==> src/rtl/riscv_constants.sv <==
`default_nettype none
// ============================================================================
// Module      : riscv_constants (package)
// Description : Shared encodings for the writeback path. Holds the writeback
//               source select, the register-file write-port grant encoding,
//               auxiliary buffer sizing and a small register helper.
// Revision    : 1.0 - initial release
// ============================================================================
package riscv_constants;

    // Pipeline writeback source select
    typedef enum logic [1:0] {
        WB_ALU = 2'd0,
        WB_MEM = 2'd1,
        WB_PC  = 2'd2
    } wb_sel_e;

    // Owner of the register-file write port in a given cycle
    typedef enum logic [1:0] {
        GRANT_NONE = 2'd0,
        GRANT_PIPE = 2'd1,
        GRANT_AUX  = 2'd2
    } wb_grant_e;

    // Auxiliary result buffer depth (count register is 2 bits wide)
    localparam logic [1:0] c_AUX_DEPTH = 2'd2;

    // Register-file address width
    localparam int c_REG_ADDR_W = 5;

    // x0 is hard-wired to zero: writes to it are consumed but never issued
    function automatic logic is_x0(input logic [c_REG_ADDR_W-1:0] rd);
        return (rd == '0);
    endfunction

endpackage
`default_nettype wire

==> src/rtl/riscv_wb_mux.sv <==
`default_nettype none
// ============================================================================
// Module      : riscv_wb_mux
// Description : Pipeline writeback source mux. Selects the memory load data,
//               the return address (pc+4) or the ALU result.
// Ports       : wb_sel    - writeback source select
//               alu_out   - ALU result
//               data      - memory load data
//               pc_plus4  - link address
//               wb_data   - selected writeback value
// Revision    : 1.0 - initial release
// ============================================================================
module riscv_wb_mux
    import riscv_constants::*;
#(
    parameter int WORD_LENGTH = 32
) (
    input  wb_sel_e                wb_sel,
    input  logic [WORD_LENGTH-1:0] alu_out,
    input  logic [WORD_LENGTH-1:0] data,
    input  logic [WORD_LENGTH-1:0] pc_plus4,
    output logic [WORD_LENGTH-1:0] wb_data
);

    always_comb begin
        wb_data = alu_out;
        case (wb_sel)
            WB_MEM:  wb_data = data;
            WB_PC:   wb_data = pc_plus4;
            default: wb_data = alu_out;
        endcase
    end

endmodule
`default_nettype wire

==> src/rtl/riscv_wb_arbiter.sv <==
`default_nettype none
// ============================================================================
// Module      : riscv_wb_arbiter
// Description : Shares the single register-file write port between the
//               in-order pipeline writeback and a long-latency auxiliary
//               unit. Aux results wait in a 2-entry FIFO; the pipeline has
//               priority unless the FIFO is full or its head has waited
//               STARVE_LIMIT cycles, in which case the head is written and
//               the pipeline is stalled.
// Ports       : clk, rst_n                 - clock, async active-low reset
//               a_valid/a_rd/a_wb_sel      - pipeline writeback request
//               a_alu_out/a_data/a_pc_plus4- pipeline candidate results
//               a_stall                    - pipeline must hold WB stage
//               b_valid/b_rd/b_data        - aux result offer
//               b_ready                    - aux buffer can accept
//               rf_we/rf_waddr/rf_wdata    - registered RF write port
// Revision    : 1.0 - initial release
// ============================================================================
module riscv_wb_arbiter
    import riscv_constants::*;
#(
    parameter int WORD_LENGTH  = 32,
    parameter int STARVE_LIMIT = 4
) (
    input  logic                   clk,
    input  logic                   rst_n,
    input  logic                   a_valid,
    input  logic [4:0]             a_rd,
    input  wb_sel_e                a_wb_sel,
    input  logic [WORD_LENGTH-1:0] a_alu_out,
    input  logic [WORD_LENGTH-1:0] a_data,
    input  logic [WORD_LENGTH-1:0] a_pc_plus4,
    output logic                   a_stall,
    input  logic                   b_valid,
    output logic                   b_ready,
    input  logic [4:0]             b_rd,
    input  logic [WORD_LENGTH-1:0] b_data,
    output logic                   rf_we,
    output logic [4:0]             rf_waddr,
    output logic [WORD_LENGTH-1:0] rf_wdata
);

    localparam int c_STARVE_W = $clog2(STARVE_LIMIT + 1);
    localparam logic [c_STARVE_W-1:0] c_STARVE_MAX = c_STARVE_W'(STARVE_LIMIT);

    // Aux FIFO state
    logic [4:0]             r_fifo_rd   [0:1];
    logic [WORD_LENGTH-1:0] r_fifo_data [0:1];
    logic                   r_wr_ptr;
    logic                   r_rd_ptr;
    logic [1:0]             r_count;
    logic [c_STARVE_W-1:0]  r_starve;

    // Registered write port
    logic                   r_rf_we;
    logic [4:0]             r_rf_waddr;
    logic [WORD_LENGTH-1:0] r_rf_wdata;

    logic                   w_empty;
    logic                   w_full;
    logic                   w_force;
    logic                   w_push;
    logic                   w_pop;
    wb_grant_e              w_grant;
    logic [WORD_LENGTH-1:0] w_pipe_data;
    logic [4:0]             w_sel_rd;
    logic [WORD_LENGTH-1:0] w_sel_data;

    riscv_wb_mux #(
        .WORD_LENGTH (WORD_LENGTH)
    ) u_wb_mux (
        .wb_sel   (a_wb_sel),
        .alu_out  (a_alu_out),
        .data     (a_data),
        .pc_plus4 (a_pc_plus4),
        .wb_data  (w_pipe_data)
    );

    assign w_empty = (r_count == 2'd0);
    assign w_full  = (r_count == c_AUX_DEPTH);
    assign w_force = w_full || (r_starve == c_STARVE_MAX);

    // Fixed priority: a forced aux grant beats the pipeline, otherwise the
    // pipeline wins and the aux buffer only drains on idle pipeline cycles.
    always_comb begin
        w_grant = GRANT_NONE;
        if (w_force && !w_empty) begin
            w_grant = GRANT_AUX;
        end else if (a_valid) begin
            w_grant = GRANT_PIPE;
        end else if (!w_empty) begin
            w_grant = GRANT_AUX;
        end
    end

    // Only registered state and a_valid feed the stall, never b_valid.
    assign a_stall = w_force && !w_empty && a_valid;
    assign b_ready = !w_full;

    assign w_push = b_valid && b_ready;
    assign w_pop  = (w_grant == GRANT_AUX);

    always_comb begin
        w_sel_rd   = a_rd;
        w_sel_data = w_pipe_data;
        if (w_grant == GRANT_AUX) begin
            w_sel_rd   = r_fifo_rd[r_rd_ptr];
            w_sel_data = r_fifo_data[r_rd_ptr];
        end
    end

    // Storage needs no reset: occupancy is tracked by r_count alone.
    always_ff @(posedge clk) begin
        if (w_push) begin
            r_fifo_rd[r_wr_ptr]   <= b_rd;
            r_fifo_data[r_wr_ptr] <= b_data;
        end
    end

    always_ff @(posedge clk or negedge rst_n) begin
        if (!rst_n) begin
            r_wr_ptr <= 1'b0;
            r_rd_ptr <= 1'b0;
            r_count  <= 2'd0;
            r_starve <= '0;
        end else begin
            if (w_push) begin
                r_wr_ptr <= ~r_wr_ptr;
            end
            if (w_pop) begin
                r_rd_ptr <= ~r_rd_ptr;
            end
            case ({w_push, w_pop})
                2'b10:   r_count <= r_count + 2'd1;
                2'b01:   r_count <= r_count - 2'd1;
                default: r_count <= r_count;
            endcase
            // Age of the current head; a pop hands a fresh age to the next head.
            if (w_pop || w_empty) begin
                r_starve <= '0;
            end else if (r_starve != c_STARVE_MAX) begin
                r_starve <= r_starve + 1'b1;
            end
        end
    end

    // Writes to x0 consume the grant but never reach the register file.
    always_ff @(posedge clk or negedge rst_n) begin
        if (!rst_n) begin
            r_rf_we    <= 1'b0;
            r_rf_waddr <= '0;
            r_rf_wdata <= '0;
        end else begin
            r_rf_we <= (w_grant != GRANT_NONE) && !is_x0(w_sel_rd);
            if ((w_grant != GRANT_NONE) && !is_x0(w_sel_rd)) begin
                r_rf_waddr <= w_sel_rd;
                r_rf_wdata <= w_sel_data;
            end
        end
    end

    assign rf_we    = r_rf_we;
    assign rf_waddr = r_rf_waddr;
    assign rf_wdata = r_rf_wdata;

endmodule
`default_nettype wire
==> config.mk <==
export PLATFORM = sky130hd
export DESIGN_NAME = riscv_wb_arbiter
export DESIGN_NICKNAME = d
export VERILOG_FILES = /design/src/rtl/riscv_constants.sv /design/src/rtl/riscv_wb_mux.sv /design/src/rtl/riscv_wb_arbiter.sv
export SDC_FILE = /design/constraint.sdc
export NUM_CORES = 1
export LEC_CHECK = 0
export CORE_MARGIN = 2
export CORE_UTILIZATION = 46
export DETAILED_ROUTE_END_ITERATION = 7
export GPL_TIMING_DRIVEN = 0
export HOLD_SLACK_MARGIN = 0.03
export PLACE_DENSITY = 0.81
export SYNTH_ARGS = -nofsm -noshare
export SYNTH_HDL_FRONTEND = slang
export SYNTH_SLANG_ARGS = --single-unit
==> constraint.sdc <==
create_clock -name clk -period 3.45 [get_ports clk]
set_clock_uncertainty 0.05 [all_clocks]
set_input_delay 0.69 -clock clk [delete_from_list [all_inputs] [get_ports clk]]
set_output_delay 0.69 -clock clk [all_outputs]
set_load 0.02 [all_outputs]
### Yosys cells after proc, flatten, opt, wreduce, memory -nomap -nowiden

Memories as Yosys holds them, arrays and structs flattened.
Index checks and enable logic that the tools add are counted.

| operators by class | value |
|---|---|
| bitwise logic cells | 2 |
| reduce and logical (&&, ||, !) cells | 14 |
| eq/ne operators | 8 |
| multiplexer cells | 11 |
| $add $sub $neg | 3 |

Operators by type and width:

| kind | number |
|---|---|
| 32-bit case mux with 2 select lines | 1 |
| 32-bit 2-to-1 mux | 1 |
| 2-bit equality test (second input constant) | 4 |
| 2-bit 2-to-1 mux | 3 |
| 3-bit 2-to-1 mux | 2 |
| 2-bit nonzero test | 3 |
| 5-bit logical NOT | 1 |
| 5-bit 2-to-1 mux | 1 |
| 2-bit by 1-bit equality test with 1-bit output (second input constant) | 2 |
| 1-bit logical AND | 4 |
| 2-bit case mux with 2 select lines | 1 |
| 3-bit by 1-bit adder with 3-bit output (second input constant) | 1 |
| 3-bit equality test (second input constant) | 1 |
| 1-bit logical NOT | 3 |
| 3-bit != test (second input constant) | 1 |
| 2-bit by 1-bit adder with 2-bit output (second input constant) | 1 |
| 2-bit logical NOT | 1 |
| 1-bit logical OR | 2 |
| 1-bit 2-to-1 mux | 2 |
| 1-bit inverter | 2 |
| 2-bit by 1-bit subtractor with 2-bit output (second input constant) | 1 |

| word-level totals | value |
|---|---|
| memories kept | 2 |
| output and inout port bits | 40 |
| logic and storage cells | 47 |
| bits in writable memories | 74 |
| register bits | 45 |

Memories:

| name | words | width | read ports | clocked after memory_dff | write ports | line | source |
|---|---|---|---|---|---|---|---|
| r_fifo_data | 2 | 32 | 1 | 0 | 1 | riscv_wb_arbiter.sv:48 | `logic [WORD_LENGTH-1:0] r_fifo_data [0:1];` |
| r_fifo_rd | 2 | 5 | 1 | 0 | 1 | riscv_wb_arbiter.sv:47 | `logic [4:0] r_fifo_rd [0:1];` |

### Depth between registers and ports, before layout

Gate-level depths: netlist of the first run.

| logic depth | value |
|---|---|
| depth in word-level cells | 9 |
| depth in mapped cells | 10 |

### Hierarchy

From an unflattened synthesis of the first run, not the netlist that was laid out.

| unflattened totals | value |
|---|---|
| cell total of the unflattened synthesis | 489 |
| area total of the unflattened synthesis | 5829.3 um2 |

By module, submodules not included:

| module | area each (um2) | times used | cells an instance | seq. area each (um2) |
|---|---|---|---|---|
| riscv_wb_arbiter | 5192.5 | 1 | 376 | 3348.2 |
| riscv_wb_mux | 636.9 | 1 | 113 | 0.0 |

### Worst setup path after synthesis of the first run

No wires, ideal clock.

| path | value |
|---|---|
| path kind | reg2reg |
| from | reg r_count[0] |
| to | mem r_fifo_data[0][0], enable pin |
| stages on the path, launching flop included | 5 |
| setup time | 0.431 ns |
| slack | 0.507 ns |
| arrival time | 2.462 ns |
| path buffers | 1 |
| required time | 2.969 ns |
| clock period less this slack | 2.943 ns |
| path through | dfrtp_1 buf_4 nand2b_1 nand2_1 nor2_1 |

| between the ends | value |
|---|---|
| cells in the longest elaborated chain, start to end | 5 |

Ends and longest elaborated chain:

| what | line | source |
|---|---|---|
| start, declared | riscv_wb_arbiter.sv:51 | `logic [1:0] r_count;` |
| start signal, assigned | riscv_wb_arbiter.sv:134 | `2'b10: r_count <= r_count + 2'd1;` |
| start signal, assigned | riscv_wb_arbiter.sv:135 | `2'b01: r_count <= r_count - 2'd1;` |
| start signal, assigned | riscv_wb_arbiter.sv:136 | `default: r_count <= r_count;` |
| 2-bit equality test | riscv_wb_arbiter.sv:80 | `assign w_full = (r_count == c_AUX_DEPTH);` |
| 1-bit logical NOT | riscv_wb_arbiter.sv:98 | `assign b_ready = !w_full;` |
| via b_ready | riscv_wb_arbiter.sv:35 | `output logic b_ready,` |
| 1-bit logical AND | riscv_wb_arbiter.sv:100 | `assign w_push = b_valid && b_ready;` |
| 1-bit 2-to-1 mux | riscv_wb_arbiter.sv:114 | `if (w_push) begin` |
| 1-bit 2-to-1 mux (implied by the code) | riscv_wb_arbiter.sv:116 | `r_fifo_data[r_wr_ptr] <= b_data;` |
| end, declared | riscv_wb_arbiter.sv:48 |  |

The timed path passes the listed nets, and every way through them passes these cells.

### Worst setup path after layout of the first run

| path | value |
|---|---|
| from | in a_wb_sel[0] |
| to | reg r_rf_wdata[6], in the netlist rf_wdata[6] |

| between the ends | value |
|---|---|
| cells in the longest elaborated chain, start to end | 3 |

Ends and longest elaborated chain:

| what | line | source |
|---|---|---|
| start, declared | riscv_wb_arbiter.sv:29 | `input wb_sel_e a_wb_sel,` |
| 2-bit equality test / 2-bit by 1-bit equality test with 1-bit output (equally long branches) | riscv_wb_mux.sv:27 | `case (wb_sel)` |
| 32-bit case mux with 2 select lines * | riscv_wb_mux.sv:27 |  |
| 32-bit 2-to-1 mux * | riscv_wb_arbiter.sv:106 | `if (w_grant == GRANT_AUX) begin` |
| end signal, assigned | riscv_wb_arbiter.sv:157 | `r_rf_wdata <= w_sel_data;` |
| end, declared | riscv_wb_arbiter.sv:57 | `logic [WORD_LENGTH-1:0] r_rf_wdata;` |

Every way passes the cells marked *; elsewhere a longest branch is shown, timed or not.
A chain may end at the register's enable or synchronous reset.

==> results.json, run 1 <==
{
  "ys_seq_elements": 119,
  "grt.total_usage": 0.242,
  "critPathMaxFanout": 10,
  "yosysSeqAreaShare": 0.620,
  "cts_buffers": 17,
  "die_x_um": 112,
  "crit_path_start_kind": "input port",
  "grt_start_max_net_pins": 37,
  "n_antenna_cell": 0,
  "power_density_nw_per_um2": 816,
  "nets": 762,
  "numPortBuffers": 183,
  "first_global_vias": 4509,
  "clk_latency_ns": 0.41,
  "cts.clk_slew.worst_paths_ns": 0.05,
  "max_freq_mhz": 341,
  "ys_warn_count": 0,
  "routed_wl_um": 15000,
  "ant_nets": 0,
  "hpwl_um": 10800,
  "drc": 0,
  "die_h_um": 112,
  "cts_tree": "done",
  "synth-edff-count": 74,
  "dpl.cell_count": 737,
  "worstHoldPathType": "input port to asynchronous set/reset pin",
  "required_ns": 3.69,
  "dieArea_um2": 12600,
  "root_buffer": "clkbuf_16",
  "worstSetupPathType": "input port to register",
  "antenna_found_initial": 0,
  "start_util": 0.473,
  "firstDrtPassIters": 4,
  "syn-instance-count": 408,
  "leakage_nw": 3.00,
  "finalCriticalPeriod_ns": 2.93,
  "finalNonFillerCells": 769,
  "wl_per_cell_um": 19.5,
  "post-cts-setup-buffers": 0,
  "cts_max_path_buffers": 2,
  "avgSynthCellArea_um2": 13.2,
  "nFillCells": 828,
  "synthArstFlopShare": 0.378,
  "setup_viol": 0,
  "routed_via_density": 5.57,
  "crit_path_end_kind": "register",
  "cts_max_level": 4,
  "status": "complete, no violations",
  "final-max-slew-violation-count": 0,
  "drt_iter0_drc": 235,
  "worstMarginPinSlew_ns": 0.837,
  "finalHoldViolCount": 0,
  "post_cts_resized": 0,
  "synth_area_um2": 5400,
  "slew_headroom": 0.442,
  "syn_to_final_growth_pct": 48.3,
  "rows": 39,
  "overflow": 0,
  "routabilityCongestion": 0.824,
  "cts_hold_buf": 0,
  "vias": 4282,
  "ys.flop_type": "edfxtp_1",
  "core_area_um2": 11400,
  "grt_pass1_wl_um": 23200,
  "syn_nets": 557,
  "design.portCount": 184,
  "drive_gt1_frac": 0.0735,
  "crit_arrival_ns": 3.17,
  "vdd_ir_drop_max_mv": 0.549,
  "rsz0062_at_grt": "no",
  "yosysUniqueCellTypes": 35,
  "cts.sinks": 119,
  "whs_ns": 0.237,
  "period_share": 0.850,
  "maxCapViolations": 0
}
per-layer routing:
| metal | wire length [µm] | vias to the layer above | GRT usage |
|---|---|---|---|
| li1 | - | 1970 | - |
| met5 | 0 | - | 0 |
| met1 | 6030 | 2108 | 0.283 |
| met2 | 7620 | 170 | 0.422 |
| met3 | 961 | 34 | 0.0691 |
| met4 | 360 | 0 | 0.0984 |
cells by family after synthesis:
logic type,after synthesis,share of synthesized area
flip-flops,119,0.620
AO/OA/AOI/OAI,108,0.137
adder cells (fa/ha/maj),5,0.0116
AND/OR/NAND/NOR,59,0.0473
buffers and inverters,39,0.0338
multiplexers,73,0.143
XOR/XNOR,5,0.00811
placed cells by master (no fill, tap or decap), types with 2 or more instances in the layout:
master / instances
clkinv_2: 4
inv_1: 8
buf_1: 2
buf_6: 4
mux2i_1: 41
xor2_1: 2
o21ai_0: 4
a211o_1: 2
a21oi_1: 32
mux2_1: 25
clkdlybuf4s50_1: 182
ha_1: 5
o211ai_1: 2
nor2_1: 37
nand3_1: 2
nor4_1: 2
clkbuf_8: 4
nand2_1: 9
nor3b_1: 2
clkbuf_16: 17
mux2_2: 7
dfrtp_1: 45
buf_2: 3
edfxtp_1: 74
a211oi_1: 32
xnor2_1: 3
buf_12: 2
a22oi_1: 32
clkbuf_1: 29
report_power, final:
group / switching (mW) / total, mW / internal [mW]
Sequential: 0.196 / 2.23 / 2.03
Clock: 0.575 / 1.56 / 0.987
Combinational: 1.47 / 2.75 / 1.28
cell type report:
class	count	area, µm²	share of cell area
sequential	119	3350	0.418
timing repair buffer	186	1890	0.236
buffer	31	153	0.0191
clock buffer	28	507	0.0633
tap	143	179	0.0223
multi-input combinational	250	1880	0.235
inverter	8	30.0	0.00375
clock inverter	4	20.0	0.00250
through the flow:
stage / util / total power [mW] / cell area (µm²) / worst slack [ns] / TNS, ns
final: 0.702 / 6.54 / 8010 / 0.516 / 0
after global routing: 0.702 / 6.86 / 8010 / 0.311 / 0
after CTS: 0.702 / 6.57 / 8010 / 0.519 / 0
after detailed placement: 0.655 / 4.98 / 7480 / 0.111 / 0
after global placement: 0.649 / 4.85 / 7410 / -0.888 / -32.77
after floorplan: - / 3.83 / 5400 / 0.507 / 0
sequential cells by signal, summed over array words and instances, names as in the netlist:
name	count
r_fifo_rd	10
r_starve	3
r_wr_ptr	1
r_rd_ptr	1
rf_we	1
r_count	2
r_fifo_data	64
rf_waddr	5
rf_wdata	32
worst max-delay path, cell delays in order:
cell and delay [ns]:
clkdlybuf4s50_1 0.48, inv_1 0.05, ha_1 0.26, clkbuf_1 0.46
clkbuf_1 0.49, nor2_1 0.11, a211oi_1 0.23, a21oi_1 0.07
mux2_1 0.31
cell usage after synthesis, types with 3 or more instances:
cell type / number / area, µm²
edfxtp_1: 74 / 2220
dfrtp_1: 45 / 1130
mux2i_1: 41 / 410
nor2_1: 38 / 143
a211oi_1: 32 / 240
a21oi_1: 32 / 160
a22oi_1: 32 / 240
mux2_1: 25 / 282
clkbuf_1: 22 / 82.6
nand2_1: 9 / 33.8
inv_1: 8 / 30.0
mux2_2: 7 / 78.8
ha_1: 5 / 62.6
buf_6: 4 / 45.0
o21ai_0: 4 / 20.0
xnor2_1: 3 / 26.3
worst paths after layout:
path / startpoint / endpoint / slack (ns) / cells past startpoint
setup / recovery: a_wb_sel[0] / rf_wdata[6] / 0.52 / 9
hold / removal: rst_n / rf_waddr[0] / 0.24 / 1
setup reg to reg: r_starve[0] / r_count[1] / 0.75 / 9
hold reg to reg: r_starve[0] / r_starve[0] / 0.41 / 1
max in group asynchronous: rst_n / rf_wdata[5] / 2.55 / 2
min in group clk: r_starve[0] / r_starve[0] / 0.41 / 1
Note: power is estimated with default switching activity, not from simulation.
==> inputs of run 2 (changes only) <==
CTS_CLUSTER_DIAMETER = 80   (was not set)
==> results of run 2 <==
Final layout, timing and power as in run 1 (identical DEF).
==> inputs of run 3 (changes only) <==
SETUP_SLACK_MARGIN = 0.5   (was not set)
==> run 3 against run 2 <==
Non-clock buffer count did not move. Global-route usage did not move. Setup slack improved by 0.19 ns. Power barely moved. Critical path type unchanged. Critical endpoint is now r_count[1]. Largest power group unchanged. Highest routed layer unchanged.
==> results.json, run 3 (synthesis results as in run 1) <==
{
  "status": "complete, no violations",
  "cts_max_path_buffers": 2,
  "rows": 39,
  "n_antenna_cell": 0,
  "path_cells": "clkdlybuf4s50_1, a31oi_4, buf_2, buf_1, ha_1, nor2_1, xor2_1",
  "root_buffer": "clkbuf_16",
  "period_share": 0.795,
  "cts_hold_buf": 0,
  "setup_viol": 0,
  "cts_tree": "done",
  "rsz0062_at_grt": "no",
  "final_common_cell": "clkdlybuf4s50_1",
  "finish.utilization": 0.702,
  "maxCapViolations": 0,
  "fin_ws_ns": 0.708,
  "leakage_nw": 3.02,
  "numPortBuffers": 183,
  "routed_wl_um": 14900,
  "critPathMaxFanout": 10,
  "crit_arrival_ns": 3.02,
  "crit_path_start_kind": "input port",
  "critPathMaxStageDelay_ns": 0.55,
  "drt_iter0_drc": 229,
  "cts_buffers": 17,
  "final-max-slew-violation-count": 0,
  "firstDrtPassIters": 4,
  "vdd_ir_drop_max_mv": 0.550,
  "slowest_stage": "clkdlybuf4s50_1",
  "reg2reg_depth": 9,
  "drc": 0,
  "max_freq_mhz": 365,
  "required_ns": 3.73,
  "largest_reg_flops": 64,
  "hpwl_um": 10800,
  "worstSetupPathType": "input port to register",
  "antenna_found_initial": 0,
  "start_util": 0.473,
  "cts.clk_slew.worst_paths_ns": 0.05,
  "vias": 4262,
  "finalHoldViolCount": 0,
  "nets": 762,
  "die_x_um": 112,
  "dieArea_um2": 12600,
  "worstMarginPinSlew_ns": 0.819,
  "ant_nets": 0,
  "first_global_vias": 4509,
  "dpl.cell_count": 737,
  "die_h_um": 112,
  "drive_gt1_frac": 0.0767,
  "mostFrequentLayoutCells": "clkdlybuf4s50_1, edfxtp_1, dfrtp_1",
  "cts.sinks": 119,
  "post-cts-setup-buffers": 0,
  "crit_path_end_kind": "register",
  "clk_latency_ns": 0.41,
  "worstHoldPathType": "input port to asynchronous set/reset pin",
  "slew_headroom": 0.454,
  "routed_via_density": 5.54,
  "dpl_worst_slack_ns": 0.111,
  "wl_per_cell_um": 19.4,
  "core_area_um2": 11400,
  "fin_area_um2": 8020,
  "whs_ns": 0.237,
  "placed_area_um2": 7480,
  "power_density_nw_per_um2": 815,
  "grt.total_usage": 0.242,
  "top_register": "r_fifo_data",
  "grt_start_max_net_pins": 37,
  "overflow": 0,
  "finalNonFillerCells": 769,
  "grt_pass1_wl_um": 23200,
  "design.portCount": 184,
  "post_cts_resized": 0,
  "cts_max_level": 4,
  "syn_to_final_growth_pct": 48.4,
  "routabilityCongestion": 0.824,
  "finalCriticalPeriod_ns": 2.74
}
[run 3: changes by cell type in the layout (fill, tap and decap cells not counted), sizes merged]
cell,change
dlymetal6s2s,+1
clkdlybuf4s50,-1
[run 3: cell type report]
class / instances / area [µm²]
plain buffers: 31 / 155
inverters: 8 / 30.0
clock buffers: 28 / 507
clock inverters: 4 / 20.0
multi-input cells: 250 / 1880
fillers: 826 / 3400
well taps: 143 / 179
flip-flops and latches: 119 / 3350
repair buffers: 186 / 1900
[run 3: worst paths after layout]
| kind | start | end | slack, ns |
|---|---|---|---|
| max | a_valid | r_count[1] | 0.71 |
| min | rst_n | rf_waddr[0] | 0.24 |
| max reg2reg | r_starve[0] | r_count[1] | 0.76 |
| min reg2reg | r_starve[0] | r_starve[0] | 0.41 |
| max in group asynchronous | rst_n | rf_wdata[5] | 2.55 |
| min in group clk | r_starve[0] | r_starve[0] | 0.41 |
[run 3: worst max-delay path, delay by kind of cell]
| kind | cells | cell delay, ns |
|---|---|---|
| AO/OA/AOI/OAI | 1 | 0.39 |
| AND/OR/NAND/NOR | 1 | 0.14 |
| adder cells (fa/ha/maj) | 1 | 0.34 |
| XOR/XNOR | 1 | 0.17 |
| buffers and inverters | 3 | 1.29 |
[run 3: report_power, final]
part	switching (mW)	internal (mW)	leakage, nW	total, mW
sequential	0.195	2.03	1.21	2.23
clock	0.572	0.987	0.262	1.56
combinational	1.47	1.28	1.55	2.75
total	2.23	4.30	3.02	6.53
[run 3: layer usage]
layer	GRT usage	vias up	wire length [µm]
li1	-	1973	-
met1	0.283	2098	5960
met2	0.422	164	7660
met3	0.0691	27	999
met4	0.0984	0	315
met5	0	-	0
[run 3: metrics by stage]
stage	power (mW)	setup TNS [ns]
floorplan	3.83	0
global placement	4.85	-32.77
detailed placement	4.98	0
CTS	6.57	0
global route	6.86	0
finish	6.53	0
